### config.mk
export PLATFORM = sky130hd
export DESIGN_NAME = fft_job_sequencer
export DESIGN_NICKNAME = d
export VERILOG_FILES = /design/src/rtl/fft_job_sequencer.sv
export SDC_FILE = /design/constraint.sdc
export NUM_CORES = 1
export LEC_CHECK = 0
export BUFFER_PORTS_ARGS = -buffer_cell sky130_fd_sc_hd__clkbuf_2
export CORE_UTILIZATION = 44
export DETAILED_ROUTE_END_ITERATION = 6
export GPL_ROUTABILITY_DRIVEN = 0
export PLACE_DENSITY_LB_ADDON = 0.2
export SLEW_MARGIN = 30
export SYNTH_ARGS = -nofsm -noshare
export SYNTH_HDL_FRONTEND = slang
export SYNTH_SLANG_ARGS = --single-unit
### constraint.sdc
create_clock -name clk -period 4.7 [get_ports clk]
set_input_delay 0.47 -clock clk [delete_from_list [all_inputs] [get_ports clk]]
set_output_delay 0.47 -clock clk [all_outputs]
set_load 0.005 [all_outputs]
### src/rtl/fft_job_sequencer.sv
// Job-level sequencer for the FFT engine: start -> clear -> sample load -> run -> result unload.
// Owns the datapath reset, run strobe and cycle budget, and the host side of the shared sample SRAM port.
//
// state    | meaning
// ---------+-----------------------------------------------------------
// S_IDLE   | waiting for i_start
// S_CLEAR  | one-cycle datapath reset; goes to LOAD, or IDLE after abort
// S_LOAD   | host writes N samples into SRAM
// S_RUN    | engine owns SRAM, waits for i_fft_done
// S_UNLOAD | host reads N results, one read outstanding at most
// S_DONE   | one-cycle job-done pulse
module fft_job_sequencer #(
    parameter int PIPE_DELAY = 10
) (
    input  logic        clk,
    input  logic        i_reset,
    input  logic        i_start,
    input  logic        i_abort,
    input  logic [2:0]  i_point_configuration,
    input  logic        i_in_valid,
    output logic        o_in_ready,
    output logic [9:0]  o_sram_addr,
    output logic        o_sram_we,
    output logic        o_sram_re,
    output logic        o_out_valid,
    input  logic        i_out_ready,
    output logic        o_dp_resetn,
    output logic        o_working,
    output logic [2:0]  o_point_configuration,
    output logic [10:0] o_cycle_count,
    input  logic        i_fft_done,
    input  logic        i_result_bank,
    output logic        o_result_bank,
    output logic        o_busy,
    output logic        o_job_done
);

    localparam logic [2:0] S_IDLE   = 3'd0;
    localparam logic [2:0] S_CLEAR  = 3'd1;
    localparam logic [2:0] S_LOAD   = 3'd2;
    localparam logic [2:0] S_RUN    = 3'd3;
    localparam logic [2:0] S_UNLOAD = 3'd4;
    localparam logic [2:0] S_DONE   = 3'd5;

    logic [2:0]  state;
    logic [2:0]  state_nxt;
    logic [2:0]  cfg_q;
    logic [10:0] cnt;
    logic [10:0] n_points;
    logic        abort_clear;
    logic        out_valid;
    logic        result_bank;
    logic        load_beat;
    logic        rd_issue;
    logic        beat_accept;
    logic        abort_hit;
    logic [31:0] budget_full;

    assign n_points    = 11'd8 << cfg_q;
    assign abort_hit   = (state != S_IDLE) && i_abort;
    assign load_beat   = (state == S_LOAD) && i_in_valid;
    assign rd_issue    = (state == S_UNLOAD) && (cnt < n_points) && (!out_valid || i_out_ready);
    assign beat_accept = out_valid && i_out_ready;

    // Budget = (cfg+3) * (N/8 + PIPE_DELAY + 1), clamped to the 11-bit range
    always_comb begin
        budget_full   = (32'(cfg_q) + 32'd3) * (32'(n_points >> 3) + 32'(PIPE_DELAY) + 32'd1);
        o_cycle_count = (budget_full > 32'd2047) ? 11'd2047 : budget_full[10:0];
    end

    always_comb begin
        state_nxt = state;
        case (state)
            S_IDLE:   if (i_start) state_nxt = S_CLEAR;
            S_CLEAR:  state_nxt = abort_clear ? S_IDLE : S_LOAD;
            S_LOAD:   if (load_beat && (cnt == n_points - 11'd1)) state_nxt = S_RUN;
            S_RUN:    if (i_fft_done) state_nxt = S_UNLOAD;
            S_UNLOAD: if (beat_accept && (cnt == n_points)) state_nxt = S_DONE;
            S_DONE:   state_nxt = S_IDLE;
            default:  state_nxt = S_IDLE;
        endcase
        if (abort_hit) state_nxt = S_CLEAR;
    end

    always_ff @(posedge clk or posedge i_reset) begin
        if (i_reset) begin
            state       <= S_IDLE;
            cfg_q       <= 3'd0;
            cnt         <= 11'd0;
            abort_clear <= 1'b0;
            out_valid   <= 1'b0;
            result_bank <= 1'b0;
        end else begin
            state <= state_nxt;
            if (abort_hit) begin
                abort_clear <= 1'b1;
                cnt         <= 11'd0;
                out_valid   <= 1'b0;
            end else begin
                case (state)
                    S_IDLE: begin
                        if (i_start) begin
                            cfg_q       <= i_point_configuration;
                            abort_clear <= 1'b0;
                            cnt         <= 11'd0;
                        end
                    end
                    S_CLEAR: begin
                        abort_clear <= 1'b0;
                        cnt         <= 11'd0;
                    end
                    S_LOAD: begin
                        if (load_beat) cnt <= cnt + 11'd1;
                    end
                    S_RUN: begin
                        if (i_fft_done) begin
                            result_bank <= i_result_bank;
                            cnt         <= 11'd0;
                        end
                    end
                    S_UNLOAD: begin
                        // A new read keeps valid high; otherwise the pending beat retires on ready
                        if (rd_issue) begin
                            cnt       <= cnt + 11'd1;
                            out_valid <= 1'b1;
                        end else if (i_out_ready) begin
                            out_valid <= 1'b0;
                        end
                    end
                    default: ;
                endcase
            end
        end
    end

    assign o_in_ready            = (state == S_LOAD);
    assign o_sram_we             = load_beat;
    assign o_sram_re             = rd_issue;
    assign o_sram_addr           = ((state == S_LOAD) || (state == S_UNLOAD)) ? cnt[9:0] : 10'd0;
    assign o_out_valid           = out_valid;
    assign o_dp_resetn           = !i_reset && (state != S_CLEAR);
    assign o_working             = (state == S_RUN);
    assign o_point_configuration = cfg_q;
    assign o_result_bank         = result_bank;
    assign o_busy                = (state != S_IDLE);
    assign o_job_done            = (state == S_DONE);

endmodule
==> flow_metrics.env, run 1 <==
export IMPL_crit_path_start_kind="register"
export IMPL_use_met1_pct=32.8
export IMPL_num_rows=29
export IMPL_crit_top_cell="fa_1"
export IMPL_arrival_ps=4280
export IMPL_finalCritPeriodShare_pct=101
export IMPL_drt_iter0_drc=213
export IMPL_ys_flop_type="dfrtp_1"
export IMPL_final_cells=514
export IMPL_synth_warnings=0
export IMPL_clock_tree_buffer_depth=2
export IMPL_synth_area_leaders="dfrtp_1 (16%), ha_1 (14%), fa_1 (7.9%)"
export IMPL_cp_num_buf_inv=2
export IMPL_worstReg2RegStart="o_point_configuration[1]"
export IMPL_dieWidth_um=85.2
export IMPL_worstMarginPinSlew_ps=807
export IMPL_drt_first_pass_iters=4
export IMPL_grt_max_degree=26
export IMPL_slew_violations=0
export IMPL_period_needed_ps=4750
export IMPL_cp_cell_sequence="inv_4 > ha_4 > nand2_4 > ha_4 > xnor2_4 > nand2b_4 > fa_1 > fa_1 > fa_1 > nor2b_1 > a311o_1 > nand4_2 > and4b_2 > o22ai_4 > nand2b_4 > buf_6"
export IMPL_setup_viol=8
export IMPL_use_met2_pct=37.8
export IMPL_power_ir_vdd_worst_uv=439
export IMPL_drtAntennaViolNets=0
export IMPL_drc=0
export IMPL_cts_hold_buf=0
export IMPL_clk_latency_ps=270
export IMPL_yosys_cell_types_count=65
export IMPL_avgRoutedWirePerCell_um=15.9
export IMPL_final_core_util_pct=58.7
export IMPL_grt_ovfl_total=0
export IMPL_crit_fanout=8
export IMPL_final_common_cell="clkbuf_2"
export IMPL_syn_instance_count=376
export IMPL_leakage_nw=1.81
export IMPL_end_kind="output port"
export IMPL_core_area_sq_mm=0.00653
export IMPL_status="complete, but fails checks"
export IMPL_clkSinkCount=20
export IMPL_slew_limit_headroom_pct=46.1
export IMPL_timing_critical_path_max_delay_family="adder cells"
export IMPL_rsz0062_at_grt="yes"
export IMPL_reg2reg_depth=11
export IMPL_power_total_mw=3.37
export IMPL_viasPerCell=5.82
export IMPL_violations="negative setup slack"
export IMPL_hold_path_class="in2async"
export IMPL_max_freq_mhz=210
export IMPL_grt_busiest_layer="met2"
export IMPL_syn_area_sq_mm=0.00305
export IMPL_dp_hpwl_um=5820
export IMPL_rr_endpoint="cnt[8]"
export IMPL_grt_met3_usage_pct=3.31
export IMPL_grt_use_total_pct=22.8
export IMPL_cap_violations=0
export IMPL_ys_ff_latch=20
export IMPL_drive_gt1_share_pct=31.4
export IMPL_clk_pin_slew_ps=80
export IMPL_htreeDepth=1
export IMPL_cpPeakStageDelay_ps=490
export IMPL_cts_root_buf="clkbuf_8"
export IMPL_yosysTopAreaCell="dfrtp_1"
export IMPL_r2r_setup_slack_ps=1780
export IMPL_power_density_mw_per_mm2=880
export IMPL_post_route_cell_area_sq_mm=0.00383
export IMPL_antenna_found_initial=0
export IMPL_cts_tree="built"
export IMPL_dp_cells=491
export IMPL_area_growth_pct=25.9
export IMPL_cp_required_ps=4230
export IMPL_hold_violations=0
export IMPL_final_cell_mix="clkbuf_2 (40), nor2_1 (33), buf_4 (30), inv_1 (29), nand2_1 (25)"
export IMPL_vias=2989
export IMPL_grt_pass1_vias=2834
export IMPL_crit_path_top_delay_cell="fa_1"
export IMPL_synth_seq_area_share_pct=16.4
export IMPL_dp_slack_ps=-12.7
export IMPL_synth_edf_count=0
export IMPL_start_util_pct=46.6
export IMPL_io_pins=44
export IMPL_placedInstanceArea_sq_mm=0.00338
export IMPL_avgSynthCellArea_sq_um=8.10
export IMPL_portBuffers=43
export IMPL_wl_um=8170
export IMPL_fin_worst_skew_ps=4.88
export IMPL_die_h_um=85.2
export IMPL_synth_top_area_share_pct=16.4
export IMPL_antennaDiodeCount=0
export IMPL_grt_pass1_wl_um=13500
export IMPL_cts_buffers=3
export IMPL_postLayoutSetupSlackWorst_ps=-52.7
export IMPL_dieArea_sq_mm=0.00726
export IMPL_synthArstFlopShare_pct=100
export IMPL_layout_nets=496
export IMPL_crit_type="reg2out"
[final cells by class]
class	instances	area [sq um]
Tap cell	77	96.3
Sequential cell	20	502
Multi-Input combinational cell	305	2560
Inverter	33	126
Fill cell	573	2700
Clock buffer	3	41.3
Clock inverter	1	30.0
Timing Repair Buffer	75	478
[worst max path at each step]
stage	slack (ps)	cells past startpoint	end	startpoint
3_3_place_gp	10	15	o_cycle_count[1]	o_point_configuration[0]
3_5_place_dp	-10	15	o_cycle_count[1]	o_point_configuration[0]
6_report	-50	16	o_cycle_count[9]	o_point_configuration[0]
2_1_floorplan	30	18	o_cycle_count[1]	o_point_configuration[0]
5_1_grt	-210	17	o_cycle_count[9]	o_point_configuration[0]
4_1_cts	-50	17	o_cycle_count[9]	o_point_configuration[0]
[metrics by stage]
stage	hold slack [ps]	TNS [ps]
after floorplan	434	0
after detailed placement	497	-22.2
after global routing	413	-1690
final	342	-296
after global placement	493	0
after CTS	379	-165
[registers in the layout, summed over array words and instances (netlist names)]
signal,cells
abort_clear,1
cnt,11
o_out_valid,1
state,3
o_result_bank,1
o_point_configuration,3
[cells by family after synthesis]
logic type	count (synthesis)	share of synthesized area, %
and+or+nand+nor	140	24.2
AOI/OAI and AO/OA	94	23.6
buffers and inverters	53	7.40
adders and majority gates	47	22.3
DFF	20	16.4
xor gates and xnor gates	18	5.18
other	2	0.247
muxes	2	0.698
[per-layer routing]
metal  vias up  share of wire (%)
met5         -                  0
met4         0               0.44
met3         6                4.0
met2        71                 47
met1      1467                 48
li1       1445                  -
[Yosys cell counts (2+ instances only)]
cell type,count
a21o_1,9
a21oi_1,16
a22oi_1,2
a311oi_2,2
a31oi_1,3
a41o_1,2
and2_1,13
and3_1,11
and3b_1,3
buf_2,6
buf_4,3
clkbuf_1,9
conb_1,2
dfrtp_1,20
fa_1,12
ha_1,35
inv_1,33
nand2_1,28
nand2b_1,8
nand3_1,12
nand4_1,2
nor2_1,35
nor2b_1,3
nor3_1,7
nor3b_1,2
o211ai_1,4
o21a_1,3
o21ai_0,12
o21ai_1,7
o21bai_1,2
o22ai_1,2
o31ai_1,5
o31ai_2,11
o32ai_1,2
or2_1,3
or2_2,2
xnor2_1,12
xor2_1,6
[repair_timing]
action | in CTS | in global routing
endpoints found under the setup margin | 9 | 9
cloned | 0 | 0
gates resized for setup | 31 | 18
pin swaps | 17 | 17
buffers inserted | 15 | 4
[power by group]
group / leakage (nW) / internal (mW) / switching, mW
Combinational: 1.51 / 1.42 / 1.51
Sequential: 0.265 / 0.206 / 0.0615
Clock: 0.0357 / 0.114 / 0.0646
Total: 1.81 / 1.74 / 1.63
(Power assumes the default switching activity.)
==> inputs of run 2 (changes only) <==
- CORE_ASPECT_RATIO: not set -> 0.9
- CORE_MARGIN: not set -> 10
- MAX_ROUTING_LAYER: not set -> met4
==> flow_metrics.env, run 2 (synthesized netlist as in run 1, its figures left out) <==
export IMPL_clkSinkCount=20
export IMPL_power_ir_vdd_worst_uv=524
export IMPL_cap_violations=0
export IMPL_grt_use_total_pct=16.1
export IMPL_cp_required_ps=4230
export IMPL_htreeDepth=1
export IMPL_cp_cell_sequence="inv_2 > ha_4 > nand2_4 > ha_4 > xnor2_4 > buf_4 > nor2_2 > fa_1 > fa_1 > ha_1 > and3b_1 > a311o_1 > nand4_2 > and4b_2 > o22ai_4 > or2_1 > buf_2"
export IMPL_layout_nets=500
export IMPL_crit_path_top_delay_cell="fa_1"
export IMPL_hold_path_class="in2async"
export IMPL_grt_pass1_wl_um=14200
export IMPL_setup_viol=8
export IMPL_cts_root_buf="clkbuf_8"
export IMPL_drive_gt1_share_pct=30.8
export IMPL_crit_type="reg2out"
export IMPL_grt_ovfl_total=0
export IMPL_cts_buffers=3
export IMPL_arrival_ps=4310
export IMPL_hold_violations=0
export IMPL_fin_worst_skew_ps=5.85
export IMPL_antennaDiodeCount=0
export IMPL_end_kind="output port"
export IMPL_final_cell_mix="clkbuf_2 (38), nor2_1 (33), buf_4 (32), inv_1 (29), ha_1 (27)"
export IMPL_drc=0
export IMPL_portBuffers=43
export IMPL_power_density_mw_per_mm2=881
export IMPL_timing_critical_path_max_delay_family="adder cells"
export IMPL_dieArea_sq_mm=0.0107
export IMPL_slew_violations=0
export IMPL_dp_slack_ps=16.6
export IMPL_rsz0062_at_grt="yes"
export IMPL_drtAntennaViolNets=0
export IMPL_dieWidth_um=108
export IMPL_io_pins=44
export IMPL_worstReg2RegStart="o_point_configuration[0]"
export IMPL_max_freq_mhz=209
export IMPL_cpPeakStageDelay_ps=550
export IMPL_crit_fanout=8
export IMPL_grt_max_degree=25
export IMPL_clock_tree_buffer_depth=2
export IMPL_antenna_found_initial=0
export IMPL_drt_iter0_drc=179
export IMPL_avgRoutedWirePerCell_um=16.2
export IMPL_dp_cells=510
export IMPL_period_needed_ps=4780
export IMPL_die_h_um=98.9
export IMPL_postLayoutSetupSlackWorst_ps=-78.9
export IMPL_finalCritPeriodShare_pct=102
export IMPL_final_common_cell="clkbuf_2"
export IMPL_start_util_pct=45.8
export IMPL_area_growth_pct=26.1
export IMPL_num_rows=28
export IMPL_dp_hpwl_um=6480
export IMPL_viasPerCell=5.61
export IMPL_rr_endpoint="cnt[4]"
export IMPL_largest_reg_flops=11
export IMPL_crit_path_start_kind="register"
export IMPL_drt_first_pass_iters=6
export IMPL_slew_limit_headroom_pct=45.3
export IMPL_status="complete, but fails checks"
export IMPL_top_register="cnt"
export IMPL_cp_num_buf_inv=3
export IMPL_grt_pass1_vias=2877
export IMPL_worstMarginPinSlew_ps=819
export IMPL_final_cells=531
export IMPL_clk_pin_slew_ps=70
export IMPL_reg2reg_depth=11
export IMPL_setup_tns_ps=-420
export IMPL_leakage_nw=1.83
export IMPL_violations="negative setup slack"
export IMPL_r2r_setup_slack_ps=1780
export IMPL_cts_tree="built"
export IMPL_core_area_sq_mm=0.00666
export IMPL_vias=2977
export IMPL_clk_latency_ps=270
export IMPL_wl_um=8580
[run 2: per-stage QoR]
step | utilization (%) | hold slack [ps] | instance area, sq um | total power [mW]
detailed placement | 51.9 | 525 | 3460 | 2.74
global route | 57.7 | 434 | 3840 | 3.71
global placement | 51.9 | 489 | 3460 | 2.71
finish | 57.7 | 349 | 3840 | 3.38
floorplan | - | 434 | 3080 | 1.99
CTS | 55.7 | 391 | 3710 | 3.15
[run 2: cell type report]
type / instances / area (sq um)
inverters: 33 / 124
well taps: 90 / 113
repair buffers: 79 / 515
flip-flops and latches: 20 / 500
clock buffers: 4 / 55.1
fillers: 609 / 2820
multi-input cells: 305 / 2530
[run 2: where the power goes]
group | internal, mW | switching, mW | total (mW)
clock | 0.0747 | 0.0616 | 0.136
sequential | 0.205 | 0.0638 | 0.269
combinational | 1.45 | 1.52 | 2.98
total | 1.73 | 1.65 | 3.38
[run 2: worst reg2reg max path, cell delays in order, from the launching register on]
cell	delay, ps
dfrtp_1	450
buf_6	140
ha_4	140
buf_4	170
nand2_1	130
ha_1	310
a21o_1	160
a21o_1	170
a211o_1	340
o21a_1	380
o31ai_1	310
o31ai_1	110
[run 2: routing by layer]
layer	global-route usage, %	share of wire [%]	up-vias
met5	-	0	-
met4	2.16	0.45	0
met3	3.39	5.8	4
met2	24.8	49	85
met1	21.8	45	1430
li1	-	-	1458
[run 2: timing repair]
| action | 4_1_cts | 5_1_grt |
|---|---|---|
| hold buffers | 0 | 0 |
| resized for setup | 26 | 22 |
| setup endpoints to repair | 9 | 9 |
| pin swaps | 19 | 19 |
| buffers inserted | 11 | 6 |
[run 2: how the worst max path moves through the flow]
stage                     slack, ps               end  cells after the start                     start
final                           -80  o_cycle_count[2]                     17  o_point_configuration[0]
after global routing           -250  o_cycle_count[9]                     16  o_point_configuration[0]
after CTS                      -130  o_cycle_count[9]                     17  o_point_configuration[0]
after detailed placement         20  o_cycle_count[1]                     15  o_point_configuration[1]
after global placement           40  o_cycle_count[1]                     15  o_point_configuration[1]
after floorplan                  30  o_cycle_count[1]                     18  o_point_configuration[0]
==> inputs of run 3 (changes only) <==
- CTS_BUF_LIST: not set -> sky130_fd_sc_hd__clkbuf_4
==> flow_metrics.env, run 3 (synthesized netlist as in run 1, its figures left out) <==
export IMPL_layout_nets=503
export IMPL_grt_pass1_wl_um=14500
export IMPL_placedInstanceArea_sq_mm=0.00346
export IMPL_violations="negative setup slack"
export IMPL_top_register="cnt"
export IMPL_post_route_cell_area_sq_mm=0.00382
export IMPL_setup_tns_ps=-1310
export IMPL_cts_tree="built"
export IMPL_drt_iter0_drc=252
export IMPL_cp_required_ps=4230
export IMPL_io_pins=44
export IMPL_die_h_um=98.9
export IMPL_cp_cell_sequence="buf_6 > ha_4 > nand2_4 > ha_4 > xor2_1 > o22ai_1 > ha_1 > a31o_2 > fa_1 > ha_1 > nor2b_1 > a311o_1 > nand4_2 > and4b_2 > o22ai_4 > or2_1 > buf_2"
export IMPL_crit_path_start_kind="register"
export IMPL_setup_viol=9
export IMPL_clkSinkCount=20
export IMPL_final_common_cell="clkbuf_2"
export IMPL_leakage_nw=1.83
export IMPL_final_cell_mix="clkbuf_2 (38), buf_4 (36), nor2_1 (34), inv_1 (31), ha_1 (28)"
export IMPL_num_rows=28
export IMPL_dieArea_sq_mm=0.0107
export IMPL_start_util_pct=45.8
export IMPL_drtAntennaViolNets=0
export IMPL_max_freq_mhz=205
export IMPL_cap_violations=0
export IMPL_cts_root_buf="clkbuf_4"
export IMPL_antennaDiodeCount=0
export IMPL_cts_buffers=3
export IMPL_area_growth_pct=25.3
export IMPL_clk_latency_ps=320
export IMPL_dp_hpwl_um=6480
export IMPL_status="complete, but fails checks"
export IMPL_hold_path_class="in2async"
export IMPL_cpPeakStageDelay_ps=480
export IMPL_antenna_found_initial=0
export IMPL_power_ir_vdd_worst_uv=523
export IMPL_final_core_util_pct=57.3
export IMPL_worstMarginPinSlew_ps=815
export IMPL_viasPerCell=5.60
export IMPL_clk_pin_slew_ps=130
export IMPL_slew_violations=0
export IMPL_crit_path_top_delay_cell="fa_1"
export IMPL_vias=2988
export IMPL_dieWidth_um=108
export IMPL_end_kind="output port"
export IMPL_drc=0
export IMPL_hold_violations=0
export IMPL_postLayoutSetupSlackWorst_ps=-182
export IMPL_rsz0062_at_grt="yes"
export IMPL_r2r_setup_slack_ps=1750
export IMPL_htreeDepth=1
export IMPL_dp_slack_ps=16.6
export IMPL_avgRoutedWirePerCell_um=16.4
export IMPL_grt_ovfl_total=0
export IMPL_crit_type="reg2out"
export IMPL_cts_hold_buf=0
export IMPL_fin_worst_skew_ps=9.21
export IMPL_slew_limit_headroom_pct=45.6
export IMPL_finalCritPeriodShare_pct=104
export IMPL_arrival_ps=4410
export IMPL_grt_pass1_vias=2937
export IMPL_portBuffers=43
export IMPL_drive_gt1_share_pct=30.6
export IMPL_grt_max_degree=25
export IMPL_grt_use_total_pct=16.5
export IMPL_fillers=625
export IMPL_crit_fanout=8
export IMPL_core_area_sq_mm=0.00666
export IMPL_largest_reg_flops=11
export IMPL_drt_first_pass_iters=6
export IMPL_wl_um=8780
export IMPL_power_density_mw_per_mm2=891
export IMPL_period_needed_ps=4880
export IMPL_clock_tree_buffer_depth=2
run 3: metrics by stage:
step / cells / power [mW] / hold WS, ps
2_1_floorplan: 378 / 1.99 / 434
3_5_place_dp: 510 / 2.74 / 525
4_1_cts: 527 / 3.26 / 327
6_report: 534 / 3.40 / 284
5_1_grt: 534 / 3.74 / 355
3_3_place_gp: 510 / 2.71 / 489
run 3: area by class of cell:
class	instances	area [sq um]	share of cell area [%]
Clock inverter	1	3.75	0.0983
Timing Repair Buffer	82	534	14.0
Clock buffer	3	22.5	0.590
Sequential cell	20	500	13.1
Multi-Input combinational cell	305	2520	66.0
Inverter	33	124	3.24
Tap cell	90	113	2.95
run 3: repair_timing:
action	in CTS	in global routing
pin swaps	21	17
hold endpoints to repair	0	0
gates resized for setup	31	11
buffers inserted	13	7
setup endpoints to repair	9	9
run 3: worst paths after layout:
check                                         startpoint                       end  cells after the start
worst max-delay path            o_point_configuration[0]          o_cycle_count[1]                     17
worst min register to register             o_result_bank             o_result_bank                      1
max in group asynchronous                        i_reset               o_out_valid                      2
worst max register to register  o_point_configuration[0]                    cnt[4]                     11
worst min-delay path                             i_reset                    cnt[3]                      2
min in group clk                i_point_configuration[1]  o_point_configuration[1]                      3
run 3: power breakdown:
| group | switching, mW | total (mW) | internal (mW) |
|---|---|---|---|
| registers | 0.0639 | 0.269 | 0.205 |
| logic | 1.54 | 3.04 | 1.51 |
| clock network | 0.0596 | 0.0908 | 0.0311 |
| total | 1.66 | 3.40 | 1.74 |
run 3: worst max-delay path, delay by kind of cell, from the launching register on:
kind | cells | cell delay [ps]
compound gates | 4 | 880
fa+ha+maj | 5 | 1450
simple gates | 5 | 820
flops | 1 | 460
buf+inv | 2 | 270
xor+xnor | 1 | 210
run 3: per-layer routing:
layer	vias to the layer above	global-route usage (%)	routed length [um]	part of all wire (%)
met4	0	2.77	60	0.68
li1	1459	-	-	-
met1	1447	22.2	4010	46
met5	-	-	0	0
met3	9	3.13	405	4.6
met2	73	25.5	4300	49
